[src/rtl/rz_pkg.sv]
// rz_pkg: shared RZ line timing constants (100 MHz) and receiver state type for the RZ encoder/decoder pair.
package rz_pkg;
  localparam int T_BIT_CYC = 125;
  localparam int T0H_CYC   = 31;
  localparam int T1H_CYC   = 91;
  localparam int RESET_CYC = 5000;
  localparam int CNT_W     = 13;
  typedef enum logic {HUNT, RUN} rx_state_t;
endpackage

[src/rtl/rz_pulse_meter.sv]
// rz_pulse_meter: synchronizes the raw RZ line and measures high/low run lengths.
//   clk, rst_n      : clock, async active-low reset
//   in              : raw line (asynchronous)
//   rise, fall      : single-cycle edges of the synchronized line
//   hi_cnt          : high run length, valid on fall, saturates at HI_SAT
//   lo_at_reset     : high in the cycle the low run length reaches LO_SAT
module rz_pulse_meter import rz_pkg::*; #(
  parameter int HI_SAT = 171,
  parameter int LO_SAT = 5000
) (
  input  logic             clk,
  input  logic             rst_n,
  input  logic             in,
  output logic             rise,
  output logic             fall,
  output logic             lo_at_reset,
  output logic [CNT_W-1:0] hi_cnt
);
  logic sync1, line_s, line_d;
  logic [CNT_W-1:0] lo_cnt, hi_nxt, lo_nxt;
  always_ff @(posedge clk or negedge rst_n)
    if (!rst_n) begin
      sync1  <= 1'b0;
      line_s <= 1'b0;
      line_d <= 1'b0;
      hi_cnt <= '0;
      lo_cnt <= '0;
    end else begin
      sync1  <= in;
      line_s <= sync1;
      line_d <= line_s;
      hi_cnt <= hi_nxt;
      lo_cnt <= lo_nxt;
    end
  assign rise = line_s & ~line_d;
  assign fall = ~line_s & line_d;
  // The edge cycle itself is the first cycle of the new level, so the count restarts at 1
  // and reads exactly N after an N-cycle run.
  assign hi_nxt = rise ? CNT_W'(1) : (line_s && hi_cnt < CNT_W'(HI_SAT)) ? hi_cnt + 1'b1 : hi_cnt;
  assign lo_nxt = fall ? CNT_W'(1) : (!line_s && lo_cnt < CNT_W'(LO_SAT)) ? lo_cnt + 1'b1 : lo_cnt;
  // Fires once per low run; a saturated counter holding at LO_SAT does not retrigger.
  assign lo_at_reset = lo_nxt == CNT_W'(LO_SAT) && lo_cnt != CNT_W'(LO_SAT);
endmodule

[src/rtl/rz_decoder.sv]
// rz_decoder: WS2812-style RZ line decoder assembling MSB-first words onto a valid/ready stream.
//   clk, rst_n          : clock (100 MHz), async active-low reset
//   in                  : raw RZ line (asynchronous)
//   m_data/m_valid/m_ready : output word stream, single holding register
//   frame_end           : pulse when a reset low is seen while running
//   err                 : pulse on a malformed pulse or a partial word at frame end
//   overrun             : pulse when a completed word is dropped
//   err_cnt             : saturating err+overrun count, only with RZ_DECODER_ERR_CNT_EN
module rz_decoder #(
  parameter int T0H_MIN   = 15,
  parameter int T0H_MAX   = 50,
  parameter int T1H_MIN   = 60,
  parameter int T1H_MAX   = 170,
  parameter int RESET_CYC = 5000,
  parameter int WORD_BITS = 24
) (
  input  logic                 clk,
  input  logic                 rst_n,
  input  logic                 in,
  output logic [WORD_BITS-1:0] m_data,
  output logic                 m_valid,
  input  logic                 m_ready,
  output logic                 frame_end,
  output logic                 err,
  output logic                 overrun
`ifdef RZ_DECODER_ERR_CNT_EN
  ,
  output logic [15:0]          err_cnt
`endif
);
  import rz_pkg::*;
  localparam int BW = $clog2(WORD_BITS);
  rx_state_t state, state_nxt;
  logic fall, lo_at_reset, unused_rise;
  logic [CNT_W-1:0] hi_cnt;
  logic [WORD_BITS-1:0] shreg, word_in;
  logic [BW-1:0] bit_cnt;
  logic is0, is1, shift, bad, frame_evt, word_done, part_err;
  rz_pulse_meter #(.HI_SAT(T1H_MAX + 1), .LO_SAT(RESET_CYC)) u_meter (
    .clk(clk),
    .rst_n(rst_n),
    .in(in),
    .rise(unused_rise),
    .fall(fall),
    .lo_at_reset(lo_at_reset),
    .hi_cnt(hi_cnt)
  );
  assign is0 = hi_cnt >= CNT_W'(T0H_MIN) && hi_cnt <= CNT_W'(T0H_MAX);
  assign is1 = hi_cnt >= CNT_W'(T1H_MIN) && hi_cnt <= CNT_W'(T1H_MAX);
  always_ff @(posedge clk or negedge rst_n)
    if (!rst_n) state <= HUNT;
    else state <= state_nxt;
  always_comb begin
    state_nxt = state;
    shift     = 1'b0;
    bad       = 1'b0;
    frame_evt = 1'b0;
    if (state == HUNT) state_nxt = lo_at_reset ? RUN : HUNT;
    else if (fall) begin
      shift     = is0 | is1;
      bad       = ~(is0 | is1);
      state_nxt = bad ? HUNT : RUN;
    end else frame_evt = lo_at_reset;
  end
  assign word_done = shift && bit_cnt == BW'(WORD_BITS - 1);
  assign part_err  = frame_evt && bit_cnt != '0;
  assign word_in   = {shreg[WORD_BITS-2:0], is1};
  always_ff @(posedge clk or negedge rst_n)
    if (!rst_n) begin
      shreg     <= '0;
      bit_cnt   <= '0;
      m_data    <= '0;
      m_valid   <= 1'b0;
      frame_end <= 1'b0;
      err       <= 1'b0;
      overrun   <= 1'b0;
    end else begin
      frame_end <= frame_evt;
      err       <= bad | part_err;
      overrun   <= word_done & m_valid & ~m_ready;
      if (bad || frame_evt) bit_cnt <= '0;
      else if (shift) bit_cnt <= word_done ? '0 : bit_cnt + 1'b1;
      if (shift) shreg <= word_in;
      if (word_done && (!m_valid || m_ready)) begin
        m_data  <= word_in;
        m_valid <= 1'b1;
      end else if (m_ready) m_valid <= 1'b0;
    end
`ifdef RZ_DECODER_ERR_CNT_EN
  logic [16:0] err_sum;
  assign err_sum = {1'b0, err_cnt} + 17'(err) + 17'(overrun);
  always_ff @(posedge clk or negedge rst_n)
    if (!rst_n) err_cnt <= '0;
    else err_cnt <= err_sum[16] ? 16'hFFFF : err_sum[15:0];
`endif
endmodule

[config.mk]
export PLATFORM = sky130hd
export DESIGN_NAME = rz_decoder
export DESIGN_NICKNAME = d
export VERILOG_FILES = /design/src/rtl/rz_pkg.sv /design/src/rtl/rz_pulse_meter.sv /design/src/rtl/rz_decoder.sv
export SDC_FILE = /design/constraint.sdc
export NUM_CORES = 1
export LEC_CHECK = 0
export ABC_AREA = 1
export CORE_ASPECT_RATIO = 2
export CORE_MARGIN = 3
export CORE_UTILIZATION = 63
export DETAILED_ROUTE_END_ITERATION = 12
export GPL_ROUTABILITY_DRIVEN = 0
export PLACE_DENSITY = 0.88
export SYNTH_ARGS = -nofsm -noshare
export SYNTH_HDL_FRONTEND = slang
export SYNTH_HIERARCHICAL = 1
export SYNTH_SLANG_ARGS = --single-unit
[constraint.sdc]
create_clock -name clk -period 3.75 [get_ports clk]
set_input_delay 0.5625 -clock clk [delete_from_list [all_inputs] [get_ports clk]]
set_output_delay 0.5625 -clock clk [all_outputs]
set_load 0.02 [all_outputs]
# Word level (Yosys, flattened, before mapping)
# Cells that the tools add are included.
[totals]
register_bits = 86
[op_classes]
addsub = 3
magnitude_cmp = 6
eq_ne = 3
muxes = 19
bitwise_logic = 10
n_reduce_logical = 16
[op_table]
columns = ["cell", "n"]
rows = [
  ["$mux 13", 4],
  ["$add 13x1->13 const B", 2],
  ["$mux 5", 3],
  ["$eq 13x13->1 const B", 1],
  ["$ge 13x4->1 const B", 1],
  ["$ge 13x6->1 const B", 1],
  ["$le 13x6->1 const B", 1],
  ["$le 13x8->1 const B", 1],
  ["$lt 13x13->1 const B", 1],
  ["$lt 13x8->1 const B", 1],
  ["$ne 13x13->1 const B", 1],
  ["$mux 1", 12],
  ["$logic_and 1x1->1", 8],
  ["$reduce_bool 2->1", 3],
  ["$add 5x1->5 const B", 1],
  ["$eq 5x5->1 const B", 1],
  ["$reduce_bool 5->1", 1],
  ["$and 1x1->1", 4],
  ["$not 1->1", 4],
  ["$logic_not 1->1", 2],
  ["$logic_or 1x1->1", 2],
  ["$or 1x1->1", 2],
]

# Depth between registers and ports, before layout
# Gate-level depths: netlist of the first run.
[logic_depth]
word_depth = 10
mapped_depth = 19

# Modules after synthesis
# The synthesis of the first run kept the hierarchy.
[modules_own_cells]
columns = ["module", "instances", "cells_per_inst", "area_per_inst_um2"]
rows = [
  ["rz_decoder", 1, 290, 2585.0],
  ["rz_pulse_meter", 1, 234, 1744.2],
]

# Worst setup path after synthesis of the first run
# Ideal clock, no wire load.
[synth_timing]
kind = "register to register"
startpoint = "reg u_meter.lo_cnt[0]"
endpoint = "reg bit_cnt[4]"
setup_time_ns = 0.118
arrival_ns = 1.872
setup_slack_ns = 1.760
path_stages_with_launch = 19
synth_period_minus_slack_ns = 1.990
cell_sequence = "dfrtp_1 -> ha_1 -> nand2_1 -> nor2_1 -> nand2_1 -> nor2_1 -> nand3_1 -> nand2_1 -> nand3_1 -> nor2_1 -> nand2_1 -> nor2_1 -> nand2_1 -> nor2_1 -> inv_1 -> nand2_1 -> nor2_1 -> nand2_1 -> nand2_1"
[synth_between]
elab_chain_cells = 10
[synth_lines]
columns = ["element", "line_no", "source"]
rows = [
  ["start: declaration", "rz_pulse_meter.sv:20", "logic [CNT_W-1:0] lo_cnt, hi_nxt, lo_nxt;"],
  ["start signal: assignment", "rz_pulse_meter.sv:33", "lo_cnt <= lo_nxt;"],
  ["$lt 13x13->1", "rz_pulse_meter.sv:40", "assign lo_nxt = fall ? CNT_W'(1) : (!line_s && lo_cnt < CNT_W'(LO_SAT)) ? lo_cnt + 1'b1 : lo_cnt;"],
  ["$logic_and 1x1->1", "rz_pulse_meter.sv:40", ""],
  ["$mux 13 (2 in a row)", "rz_pulse_meter.sv:40", ""],
  ["$eq 13x13->1", "rz_pulse_meter.sv:42", "assign lo_at_reset = lo_nxt == CNT_W'(LO_SAT) && lo_cnt != CNT_W'(LO_SAT);"],
  ["$logic_and 1x1->1 *", "rz_pulse_meter.sv:42", ""],
  ["via lo_at_reset", "rz_decoder.sv:34", "logic fall, lo_at_reset, unused_rise;"],
  ["$mux 1 *", "rz_decoder.sv:59", "else if (fall) begin"],
  ["$mux 1 *", "rz_decoder.sv:58", "if (state == HUNT) state_nxt = lo_at_reset ? RUN : HUNT;"],
  ["via frame_evt", "rz_decoder.sv:38", "logic is0, is1, shift, bad, frame_evt, word_done, part_err;"],
  ["$logic_or 1x1->1 *", "rz_decoder.sv:81", "if (bad || frame_evt) bit_cnt <= '0;"],
  ["$mux 5 / $reduce_bool 2->1 (equally long branches)", "-", ""],
  ["end signal: assignment", "rz_decoder.sv:82", "else if (shift) bit_cnt <= word_done ? '0 : bit_cnt + 1'b1;"],
  ["end: declaration", "rz_decoder.sv:37", "logic [BW-1:0] bit_cnt;"],
]
# The timed path passes the listed nets; every way through them passes the cells marked *.
# A chain may end at the register's enable or synchronous reset.

# Worst setup path in the final report of the first run
[layout_timing]
startpoint = "reg u_meter.line_s"
endpoint = "reg m_data[1]"
[layout_between]
elab_chain_cells = 6
[layout_lines]
columns = ["element", "line_no", "source"]
rows = [
  ["start: declaration", "rz_pulse_meter.sv:19", "logic sync1, line_s, line_d;"],
  ["start signal: assignment", "rz_pulse_meter.sv:30", "line_s <= sync1;"],
  ["$not 1->1", "rz_pulse_meter.sv:36", "assign fall = ~line_s & line_d;"],
  ["$and 1x1->1", "rz_pulse_meter.sv:36", ""],
  ["via fall", "rz_decoder.sv:34", ""],
  ["$mux 1", "rz_decoder.sv:59", ""],
  ["$mux 1", "rz_decoder.sv:58", ""],
  ["$logic_and 1x1->1", "rz_decoder.sv:65", "assign word_done = shift && bit_cnt == BW'(WORD_BITS - 1);"],
  ["$logic_and 1x1->1", "rz_decoder.sv:84", "if (word_done && (!m_valid || m_ready)) begin"],
  ["end signal: assignment", "rz_decoder.sv:85", "m_data <= word_in;"],
  ["end: declaration", "rz_decoder.sv:20", "output logic [WORD_BITS-1:0] m_data,"],
]
# The timed path passes the listed nets, and every way through them passes these cells.

==> summary.txt, run 1 <==
STA
  – Final Cycle Share: 0.675
  – Setup repair after global routing missed its margin: no
  – Max_slew headroom: 0.321
  – Post-route minimum period: 2.53 ns
  – Skew final: 0.00451 ns
  – Fmax: 395 MHz
  – Hold_ws: 0.370 ns
  – Final hold vios: 0
  – Finish-stage setup viols: 0
  – Slew @ Worst Pin: 1.02 ns
  – Pins Over Slew Limit: 0
  – Setup TNS: 0 ns

Route
  – DRC viols: 0
  – DR WL/cell: 13.8 microns
  – DRT antenna net count: 0
  – Pre-antenna DRT Iters: 4
  – Drt via density: 5.38
  – Routed Wire Length: 8950 microns
  – Drt initial violations: 217
  – Total number of vias: 3,486

GRT
  – GRT Util Overall: 0.250
  – First-pass GRT wire length: 15,600 microns
  – Grt ovf: 0
  – Vias in the first global route: 3,627
  – Largest net degree at the start of global routing: 87
  – Initial antenna violation count: 0

Critical path
  – Worst reg-to-reg setup slack: 1.22 ns
  – Crit path max fanout: 48
  – Setup crit start: u_meter/line_s$_DFF_PN0_
  – FF-to-FF End: m_data[1]$_DFFE_PN0P_
  – Crit Path Class: flip-flop to flip-flop
  – Reg2reg start: u_meter/line_s$_DFF_PN0_
  – CP required: 3.95 ns
  – Critical path launch point type: flip-flop
  – Critical path arrival: 2.73 ns
  – Worst setup path endpoint: m_data[1]$_DFFE_PN0P_
  – R2r worst-path depth: 6
  – Nature of the critical path endpoint: flip-flop

Clocking
  – Clk_lat worst skew: 0.33 ns
  – CTS sink count: 86
  – Cts repair resizes: 0
  – Total CTS buffers: 9
  – CTS tree: done
  – Clk buf depth: 2
  – CTS clk-pin slew, worst paths: 0.06 ns
  – Setup bufs post-CTS: 0
  – CTS root buf: clkbuf_16
  – Clock H-tree levels: 3
  – Hold buffers post-CTS: 0

Synth
  – Synth warn: 6
  – Count leader, synth: nand2_1
  – Commonest cells post-synth: nand2_1, dfrtp_1, inv_1, nor2_1, nand3_1
  – Cell area after synthesis: 0.00433 sq mm
  – EDFF count, synth: 0
  – Seq/Total Area, Yosys: 0.497
  – Synth cell types: 33
  – Post-synthesis cell count: 524
  – Top FF cell, synth: dfrtp_1
  – Post-synth top area share: 0.497
  – Syn Nets: 533
  – Largest cells by area after synthesis: dfrtp_1, nand2_1, inv_1
  – Ys async rst share: 1.00
  – Yosys top cell by area: dfrtp_1
  – Register bit total from synthesis: 86
  – Syn_area_per_cell: 8.26 sq um

Floorplan
  – Core area: 0.00662 sq mm
  – Row count: 42
  – Die Wd: 64.6 microns
  – I/O pin count: 32
  – Chip height: 123 microns
  – Die area: 0.00796 sq mm
  – Initial core utilization: 0.654

Cells and area
  – Fin area: 0.00497 sq mm
  – Fraction of layout cells with a size suffix above 1: 0.121
  – Layout net count: 564
  – ANT cells: 0
  – Area Growth Syn to Fin: 14.9%

Placed design
  – # port buffers: 31
  – DP HPWL: 6300 microns
  – DP Area: 0.00465 sq mm

Run
  – Max Cap Violations: 0

Min path
  – Worst min path class: flip-flop to flip-flop

Power and ir drop
  – Max VDD drop: 0.328 mV
  – Power density over the cells: 422 mW/mm^2
  – Leakage power: 2.37 nW

Status
  – Status: completed
==> power breakdown <==
group          total [mW]  internal [mW]  switching [mW]  leakage, nW
logic               0.156         0.0532           0.103         1.03
registers           0.989          0.950          0.0389         1.18
clock network       0.956          0.587           0.369        0.160
==> area by class of cell <==
type,count,area (sq um)
clock buffer,9,225
multi-input combinational,349,1790
sequential,86,2150
timing repair buffer,31,308
tap,88,110
clock inverter,7,96.3
fill,505,1650
inverter,78,293
==> cells by family after synthesis <==
logic type                 after synthesis  share of synthesized area
AOI/OAI and AO/OA                       61                     0.0919
and+or+nand+nor                        277                      0.295
adders and majority gates                5                     0.0145
DFF                                     86                      0.497
buffers and inverters                   89                     0.0893
xor gates and xnor gates                 6                     0.0121
==> critical path, cell delays in order (launching register included) <==
cell,delay (ns)
dfrtp_1,0.48
nor2_1,0.46
nand2_1,0.16
inv_1,0.24
nand4_4,0.68
nand2_1,0.29
o21ai_2,0.07
==> how the worst min path moves through the flow <==
stage	from	endpoint	slack (ns)	depth (start not counted)
floorplan	rst_n	bit_cnt[0]$_DFFE_PN0P_	0.27	0
global placement	u_meter/sync1$_DFF_PN0_	u_meter/line_s$_DFF_PN0_	0.36	0
detailed placement	u_meter/sync1$_DFF_PN0_	u_meter/line_s$_DFF_PN0_	0.35	0
CTS	u_meter/sync1$_DFF_PN0_	u_meter/line_s$_DFF_PN0_	0.37	0
global route	u_meter/sync1$_DFF_PN0_	u_meter/line_s$_DFF_PN0_	0.37	0
finish	u_meter/sync1$_DFF_PN0_	u_meter/line_s$_DFF_PN0_	0.37	0
==> sequential cells by signal, indices dropped and copies added (netlist names) <==
register and count:
m_data 24, shreg 23, u_meter/hi_cnt 13, u_meter/lo_cnt 13, bit_cnt 5, err 1
frame_end 1, m_valid 1, overrun 1, state 1, u_meter/line_d 1, u_meter/line_s 1
u_meter/sync1 1
==> through the flow <==
step            util  power, mW  cells  setup WS [ns]
4_1_cts        0.751       2.12    648           1.23
6_report       0.751       2.10    648           1.22
5_1_grt        0.751       2.19    648          0.957
2_1_floorplan      -       1.11    524           1.76
3_3_place_gp   0.703       1.15    632           1.34
3_5_place_dp   0.703       1.16    632           1.26
==> layer usage <==
layer | global-route usage | up-vias | routed length [microns]
met3 | 0.0555 | 33 | 299
met4 | 0.147 | 0 | 346
met1 | 0.284 | 1648 | 3600
li1 | - | 1703 | -
met5 | 0 | - | 0
met2 | 0.428 | 102 | 4700
==> placed cells by master (no fill, tap or decap), drive strengths merged <==
master	instances
dfrtp	86
o211ai	1
a21oi	7
clkinv	3
o21ai	51
xor2	5
buf	1
or2	1
nor2	64
bufinv	2
ha	5
a2111oi	1
nor3	5
clkbuf	9
nand2	153
inv	80
xnor2	1
nand3	41
nor3b	2
nand4	9
o2111ai	1
nand3b	2
clkdlybuf4s50	30
(Power assumes the default switching activity.)
==> run 2, diff against run 1 <==
Settings changed: CORE_UTILIZATION 63 to 58, PLACE_DENSITY 0.88 to 0.82.
Clock period 3.75 ns to 2.4 ns, I/O delays scaled along.
==> run 2 against run 1 <==
- die area is 8.0% higher
- register-to-register slack worse by 1.2 ns
- routed wire length is 5.8% higher
- critical endpoint is now bit_cnt[2]$_DFFE_PN0P_
- largest power group unchanged
==> summary.txt, run 2 (same netlist as run 1, synthesis figures left out) <==
Status
  – Status: completed (unchanged)

Placed design
  – DP HPWL: 6550 microns (was 6300 microns)
  – # port buffers: 31 (unchanged)
  – DP Area: 0.00476 sq mm (was 0.00465 sq mm)

Cells and area
  – Fin area: 0.00526 sq mm (was 0.00497 sq mm)
  – Area Growth Syn to Fin: 21.4% (was 14.9%)
  – Layout net count: 587 (was 564)
  – Commonest non-fill, non-tap cell in the layout: nand2_1 (unchanged)
  – Final design utilization: 0.723 (was 0.751)
  – Most frequent cells in the layout: nand2_1, dfrtp_1, inv_1, nor2_1, nand3_1 (unchanged)
  – Top flop regs: m_data: 24 flops, shreg: 23 flops (unchanged)
  – Largest register by flop count: m_data (unchanged)
  – Fraction of layout cells with a size suffix above 1: 0.199 (was 0.121)
  – Largest register FFs: 24 (unchanged)
  – ANT cells: 0 (unchanged)

Clocking
  – Clk buf depth: 2 (unchanged)
  – CTS sink count: 86 (unchanged)
  – Clk_lat worst skew: 0.34 ns (was 0.33 ns)
  – Total CTS buffers: 9 (unchanged)
  – CTS clk-pin slew, worst paths: 0.06 ns (about the same)
  – CTS tree: done (unchanged)
  – CTS root buf: clkbuf_16 (unchanged)
  – Clock H-tree levels: 3 (unchanged)

STA
  – Skew final: 0.00827 ns (was 0.00451 ns)
  – Final hold vios: 0 (unchanged)
  – Slew @ Worst Pin: 0.443 ns (was 1.02 ns)
  – Max_slew headroom: 0.705 (was 0.321)
  – Finish-stage setup viols: 0 (unchanged)
  – Pins Over Slew Limit: 0 (unchanged)
  – Post-route minimum period: 2.36 ns (was 2.53 ns)
  – Fmax: 423 MHz (was 395 MHz)
  – Final Cycle Share: 0.985 (was 0.675)

GRT
  – Grt ovf: 0 (unchanged)
  – First-pass GRT wire length: 15,800 microns (was 15,600 microns)
  – Largest net degree at the start of global routing: 38 (was 87)
  – Initial antenna violation count: 0 (unchanged)
  – Vias in the first global route: 3,658 (was 3,627)
  – GRT Util Overall: 0.241 (was 0.250)

Power and ir drop
  – Sw Share: 0.255 (was 0.243)
  – Max VDD drop: 0.525 mV (was 0.328 mV)
  – Internal power: 2.41 mW (was 1.59 mW)
  – Net switching power: 0.826 mW (was 0.511 mW)
  – Power share of the combinational group: 0.087 (was 0.074)
  – Leakage power: 2.48 nW (was 2.37 nW)
  – Seq pwr share: 0.477 (was 0.471)
  – Power density over the cells: 617 mW/mm^2 (was 422 mW/mm^2)
  – Clock power share: 0.437 (was 0.455)

Critical path
  – CP required: 2.63 ns (was 3.95 ns)
  – Crit Path Class: flip-flop to flip-flop (unchanged)
  – Critical path arrival: 2.60 ns (was 2.73 ns)
  – Critical path launch point type: flip-flop (unchanged)
  – Worst path cell trace: nand3_2 > nor2_4 > nand2_4 > buf_4 > nand3_1 > nand2_1 > nand3_2 > nand3_2 > nor2_1 > nand2_1 > nor2_2 > nand2_1 > nor2_2 > inv_1 > nand2_2 > nor2_1 > nand2_1 > nand2_1 (was nor2_1 > nand2_1 > inv_1 > nand4_4 > nand2_1 > o21ai_2)
  – Nature of the critical path endpoint: flip-flop (unchanged)
  – Slowest-stage cell, CP: dfrtp_2 (was nand4_4)
  – CP Buf/Inv Count: 2 (was 1)
  – CP peak stage delay: 0.41 ns (was 0.68 ns)
  – Crit path max fanout: 6 (was 48)
  – Crit path max-delay family: simple AND/OR/NAND/NOR gates (unchanged)
  – CP dominant cell by count: nand2_1 (unchanged)

Route
  – Total number of vias: 3,619 (was 3,486)
  – Pre-antenna DRT Iters: 4 (unchanged)
  – DR WL/cell: 14.0 microns (was 13.8 microns)
  – Routed Wire Length: 9470 microns (was 8950 microns)
  – DRT antenna net count: 0 (unchanged)
  – Drt initial violations: 203 (was 217)
  – DRC viols: 0 (unchanged)
  – Drt via density: 5.36 (was 5.38)

Floorplan
  – Die Wd: 67.1 microns (was 64.6 microns)
  – Chip height: 128 microns (was 123 microns)
  – Die area: 0.00860 sq mm (was 0.00796 sq mm)
  – Initial core utilization: 0.596 (was 0.654)
  – Row count: 44 (was 42)
  – Core area: 0.00727 sq mm (was 0.00662 sq mm)
  – I/O pin count: 32 (unchanged)

Run
  – Max Cap Violations: 0 (unchanged)

Min path
  – Worst min path class: flip-flop to flip-flop (unchanged)
run 2: cell types whose count changed in the layout (fill, tap and decap cells not counted), sizes merged:
cell,delta
dlygate4sd3,+1
clkinvlp,+1
clkinv,-1
bufinv,-1
buf,+22
clkbuf,+1
run 2: power by group through the flow:
stage	Sequential, mW	Clock [mW]	Combinational [mW]
after floorplan	1.55	0	0.174
after global placement	1.57	0	0.242
after detailed placement	1.57	0	0.250
after CTS	1.54	1.44	0.253
after global routing	1.55	1.50	0.324
final	1.55	1.41	0.281
run 2: metrics by stage:
stage                     hold WS [ns]  std cells  setup TNS [ns]  power, mW  worst slack, ns
after floorplan                 0.0644        524               0       1.73            0.410
after global placement           0.339        646               0       1.81            0.102
after detailed placement         0.341        646               0       1.82           0.0512
after CTS                        0.368        663               0       3.24           0.0352
after global routing             0.373        675          -0.424       3.37           -0.120
final                            0.365        675               0       3.24           0.0366
run 2: timing repair:
action,4_1_cts,5_1_grt
hold buffers,1,0
gates resized for setup,0,29
endpoints found under the setup margin,0,5
buffers inserted,0,12
hold endpoints to repair,32,0
run 2: worst paths after layout:
kind | start | to | slack [ns] | cells past startpoint
min in group asynchronous | rst_n | u_meter/hi_cnt[3]$_DFFE_PN0P_ | 0.50 | 2
worst min-delay path | u_meter/sync1$_DFF_PN0_ | u_meter/line_s$_DFF_PN0_ | 0.37 | 0
worst max register to register | u_meter/lo_cnt[8]$_DFF_PN0_ | bit_cnt[2]$_DFFE_PN0P_ | 0.04 | 18
max in group asynchronous | rst_n | m_data[13]$_DFFE_PN0P_ | 1.32 | 3
worst min register to register | u_meter/sync1$_DFF_PN0_ | u_meter/line_s$_DFF_PN0_ | 0.37 | 0
worst max-delay path | u_meter/lo_cnt[8]$_DFF_PN0_ | bit_cnt[2]$_DFFE_PN0P_ | 0.04 | 18
run 2: metal layers:
| metal | wire length [microns] | global-route usage | part of all wire | vias up |
|---|---|---|---|---|
| li1 | - | - | - | 1752 |
| met4 | 359 | 0.134 | 0.038 | 0 |
| met3 | 278 | 0.0465 | 0.029 | 28 |
| met1 | 3560 | 0.261 | 0.38 | 1761 |
| met5 | 0 | 0 | 0 | - |
| met2 | 5270 | 0.422 | 0.56 | 78 |
run 2: layout make-up:
class	count	area (sq um)
inverter	78	297
fill	565	2010
sequential	86	2160
multi-input combinational	349	1870
tap	92	115
timing repair buffer	54	508
clock buffer	10	229
clock inverter	6	78.8
==> run 3, diff against run 2 <==
Settings changed: PLACE_DENSITY 0.82 to 0.77.
==> run 3 against run 2 <==
- global-route usage increased by 0.099 points
- design area grew 0.17%
- worst setup slack improved by 0.052 ns
- register-to-register slack better by 0.05 ns
- clock-buffer cell count did not move
- critical endpoint unchanged
- the flow now finishes with violations (negative hold slack)
- worst hold slack got worse by 0.38 ns
- total power increased by 2.8%
- critical path depth rose by 1
- largest cell class unchanged
- core utilization grew 0.12 points
==> summary.txt, run 3 (same netlist as run 1, synthesis figures left out) <==
Clocking
  – CTS tree: done (unchanged)
  – Clk buf depth: 2 (unchanged)
  – Hold buffers post-CTS: 0 (was 1)
  – Total CTS buffers: 9 (unchanged)
  – Clk_lat worst skew: 0.34 ns (about the same)
  – Clock H-tree levels: 3 (unchanged)
  – CTS sink count: 86 (unchanged)
  – CTS root buf: clkbuf_16 (unchanged)
  – CTS clk-pin slew, worst paths: 0.06 ns (about the same)

Power and ir drop
  – Total power: 3.33 mW (was 3.24 mW)
  – Max VDD drop: 0.502 mV (was 0.525 mV)
  – Leakage power: 2.48 nW (about the same)
  – Power density over the cells: 633 mW/mm^2 (was 617 mW/mm^2)

Floorplan
  – Chip height: 128 microns (unchanged)
  – Die Wd: 67.1 microns (unchanged)
  – Die area: 0.00860 sq mm (unchanged)
  – Initial core utilization: 0.596 (unchanged)
  – Core area: 0.00727 sq mm (unchanged)
  – Row count: 44 (unchanged)
  – I/O pin count: 32 (unchanged)

Critical path
  – Crit path max-delay family: simple AND/OR/NAND/NOR gates (unchanged)
  – Crit Path Class: flip-flop to flip-flop (unchanged)
  – CP peak stage delay: 0.42 ns (was 0.41 ns)
  – Critical path launch point type: flip-flop (unchanged)
  – Worst path cell trace: nand2_1 > nor2_2 > inv_1 > nor2_2 > nand2_1 > nand2_1 > nand3_1 > nand2_1 > nand2_1 > nor2_2 > nand2_1 > nor2_2 > nand2_2 > nor2_4 > inv_2 > nand2_4 > nor2_2 > nand2_1 > nand2_1 (was nand3_2 > nor2_4 > nand2_4 > buf_4 > nand3_1 > nand2_1 > nand3_2 > nand3_2 > nor2_1 > nand2_1 > nor2_2 > nand2_1 > nor2_2 > inv_1 > nand2_2 > nor2_1 > nand2_1 > nand2_1)
  – CP required: 2.63 ns (about the same)
  – Nature of the critical path endpoint: flip-flop (unchanged)
  – Reg2reg start: u_meter/lo_cnt[2]$_DFF_PN0_ (was u_meter/lo_cnt[8]$_DFF_PN0_)
  – Crit path max fanout: 4 (was 6)
  – Slowest-stage cell, CP: dfrtp_1 (was dfrtp_2)
  – CP dominant cell by count: nand2_1 (unchanged)
  – Critical path arrival: 2.54 ns (was 2.60 ns)
  – CP Buf/Inv Count: 2 (unchanged)
  – Setup crit start: u_meter/lo_cnt[2]$_DFF_PN0_ (was u_meter/lo_cnt[8]$_DFF_PN0_)

Route
  – Drt initial violations: 233 (was 203)
  – Total number of vias: 3,577 (was 3,619)
  – DR WL/cell: 14.2 microns (was 14.0 microns)
  – Pre-antenna DRT Iters: 5 (was 4)
  – Routed Wire Length: 9520 microns (was 9470 microns)
  – DRT antenna net count: 0 (unchanged)
  – DRC viols: 0 (unchanged)
  – Drt via density: 5.32 (was 5.36)

GRT
  – First-pass GRT wire length: 15,600 microns (was 15,800 microns)
  – Initial antenna violation count: 0 (unchanged)
  – Largest net degree at the start of global routing: 40 (was 38)
  – Vias in the first global route: 3,509 (was 3,658)
  – Grt ovf: 0 (unchanged)
  – GRT Util Overall: 0.242 (was 0.241)

Cells and area
  – # fillers: 551 (was 565)
  – Area Growth Syn to Fin: 21.6% (was 21.4%)
  – Commonest non-fill, non-tap cell in the layout: nand2_1 (unchanged)
  – Largest register FFs: 24 (unchanged)
  – Largest register by flop count: m_data (unchanged)
  – Layout net count: 584 (was 587)
  – ANT cells: 0 (unchanged)
  – Final design utilization: 0.724 (was 0.723)
  – Top flop regs: m_data: 24 flops, shreg: 23 flops (unchanged)
  – Most frequent cells in the layout: nand2_1, dfrtp_1, inv_1, nor2_1, nand3_1 (unchanged)
  – Fraction of layout cells with a size suffix above 1: 0.205 (was 0.199)

STA
  – Slew @ Worst Pin: 0.500 ns (was 0.443 ns)
  – Fmax: 433 MHz (was 423 MHz)
  – Final hold vios: 35 (was 0)
  – Max_slew headroom: 0.666 (was 0.705)
  – Setup WS post-layout: 0.0885 ns (was 0.0366 ns)
  – Finish-stage setup viols: 0 (unchanged)
  – Hold_ws: -0.0110 ns (was 0.365 ns)
  – Setup repair after global routing missed its margin: yes
  – Post-route minimum period: 2.31 ns (was 2.36 ns)
  – Pins Over Slew Limit: 0 (unchanged)
  – Skew final: 0.00674 ns (was 0.00827 ns)
  – Final Cycle Share: 0.963 (was 0.985)

Placed design
  – Pre-CTS setup slack: -0.0451 ns (was 0.0512 ns)
  – DP HPWL: 6640 microns (was 6550 microns)
  – # port buffers: 31 (unchanged)

Status
  – Status: complete, but fails checks (was completed)
  – Failing checks: negative hold slack

Run
  – Max Cap Violations: 0 (unchanged)

Min path
  – Worst min path class: input pin to asynchronous set/reset pin (was flip-flop to flip-flop)
-- run 3: metal layers --
layer | vias up | global-route usage | wire length (microns)
met1 | 1701 | 0.252 | 3570
li1 | 1739 | - | -
met2 | 97 | 0.425 | 5120
met5 | - | 0 | 0
met3 | 40 | 0.0544 | 319
met4 | 0 | 0.144 | 510
-- run 3: area by class of cell --
type,instances,area [sq um],area share
Sequential cell,86,2160,0.410
Multi-Input combinational cell,349,1880,0.357
Timing Repair Buffer,51,495,0.0941
Inverter,78,293,0.0556
Clock buffer,10,229,0.0435
Tap cell,92,115,0.0219
Clock inverter,6,92.6,0.0176
-- run 3: path summary, 6_finish.rpt --
kind	to	slack, ns	cells after the start
setup / recovery	bit_cnt[2]$_DFFE_PN0P_	0.09	19
hold / removal	u_meter/hi_cnt[6]$_DFFE_PN0P_	-0.01	1
setup reg to reg	bit_cnt[2]$_DFFE_PN0P_	0.09	19
hold reg to reg	u_meter/line_s$_DFF_PN0_	0.36	0
max in group asynchronous	u_meter/lo_cnt[4]$_DFF_PN0_	1.75	2
min in group clk	u_meter/line_s$_DFF_PN0_	0.36	0
-- run 3: power breakdown --
group	switching, mW	internal (mW)	leakage (nW)	total [mW]
logic	0.184	0.107	1.15	0.291
clock network	0.577	0.919	0.150	1.50
registers	0.0600	1.49	1.17	1.55
-- run 3: metrics by stage --
step	area, sq um	cells	hold slack (ns)	TNS (ns)
2_1_floorplan	4330	524	0.0644	0
3_3_place_gp	4780	647	0.337	-0.126
3_5_place_dp	4780	647	0.350	-0.141
4_1_cts	5100	663	0.00260	0
5_1_grt	5260	672	0.0165	-0.566
6_report	5260	672	-0.0110	0
-- run 3: timing repair --
item | CTS | global route
buffers inserted | 0 | 9
pin swaps | 0 | 15
setup endpoints to repair | 4 | 6
gates resized for setup | 1 | 34
hold endpoints to repair | 0 | 0
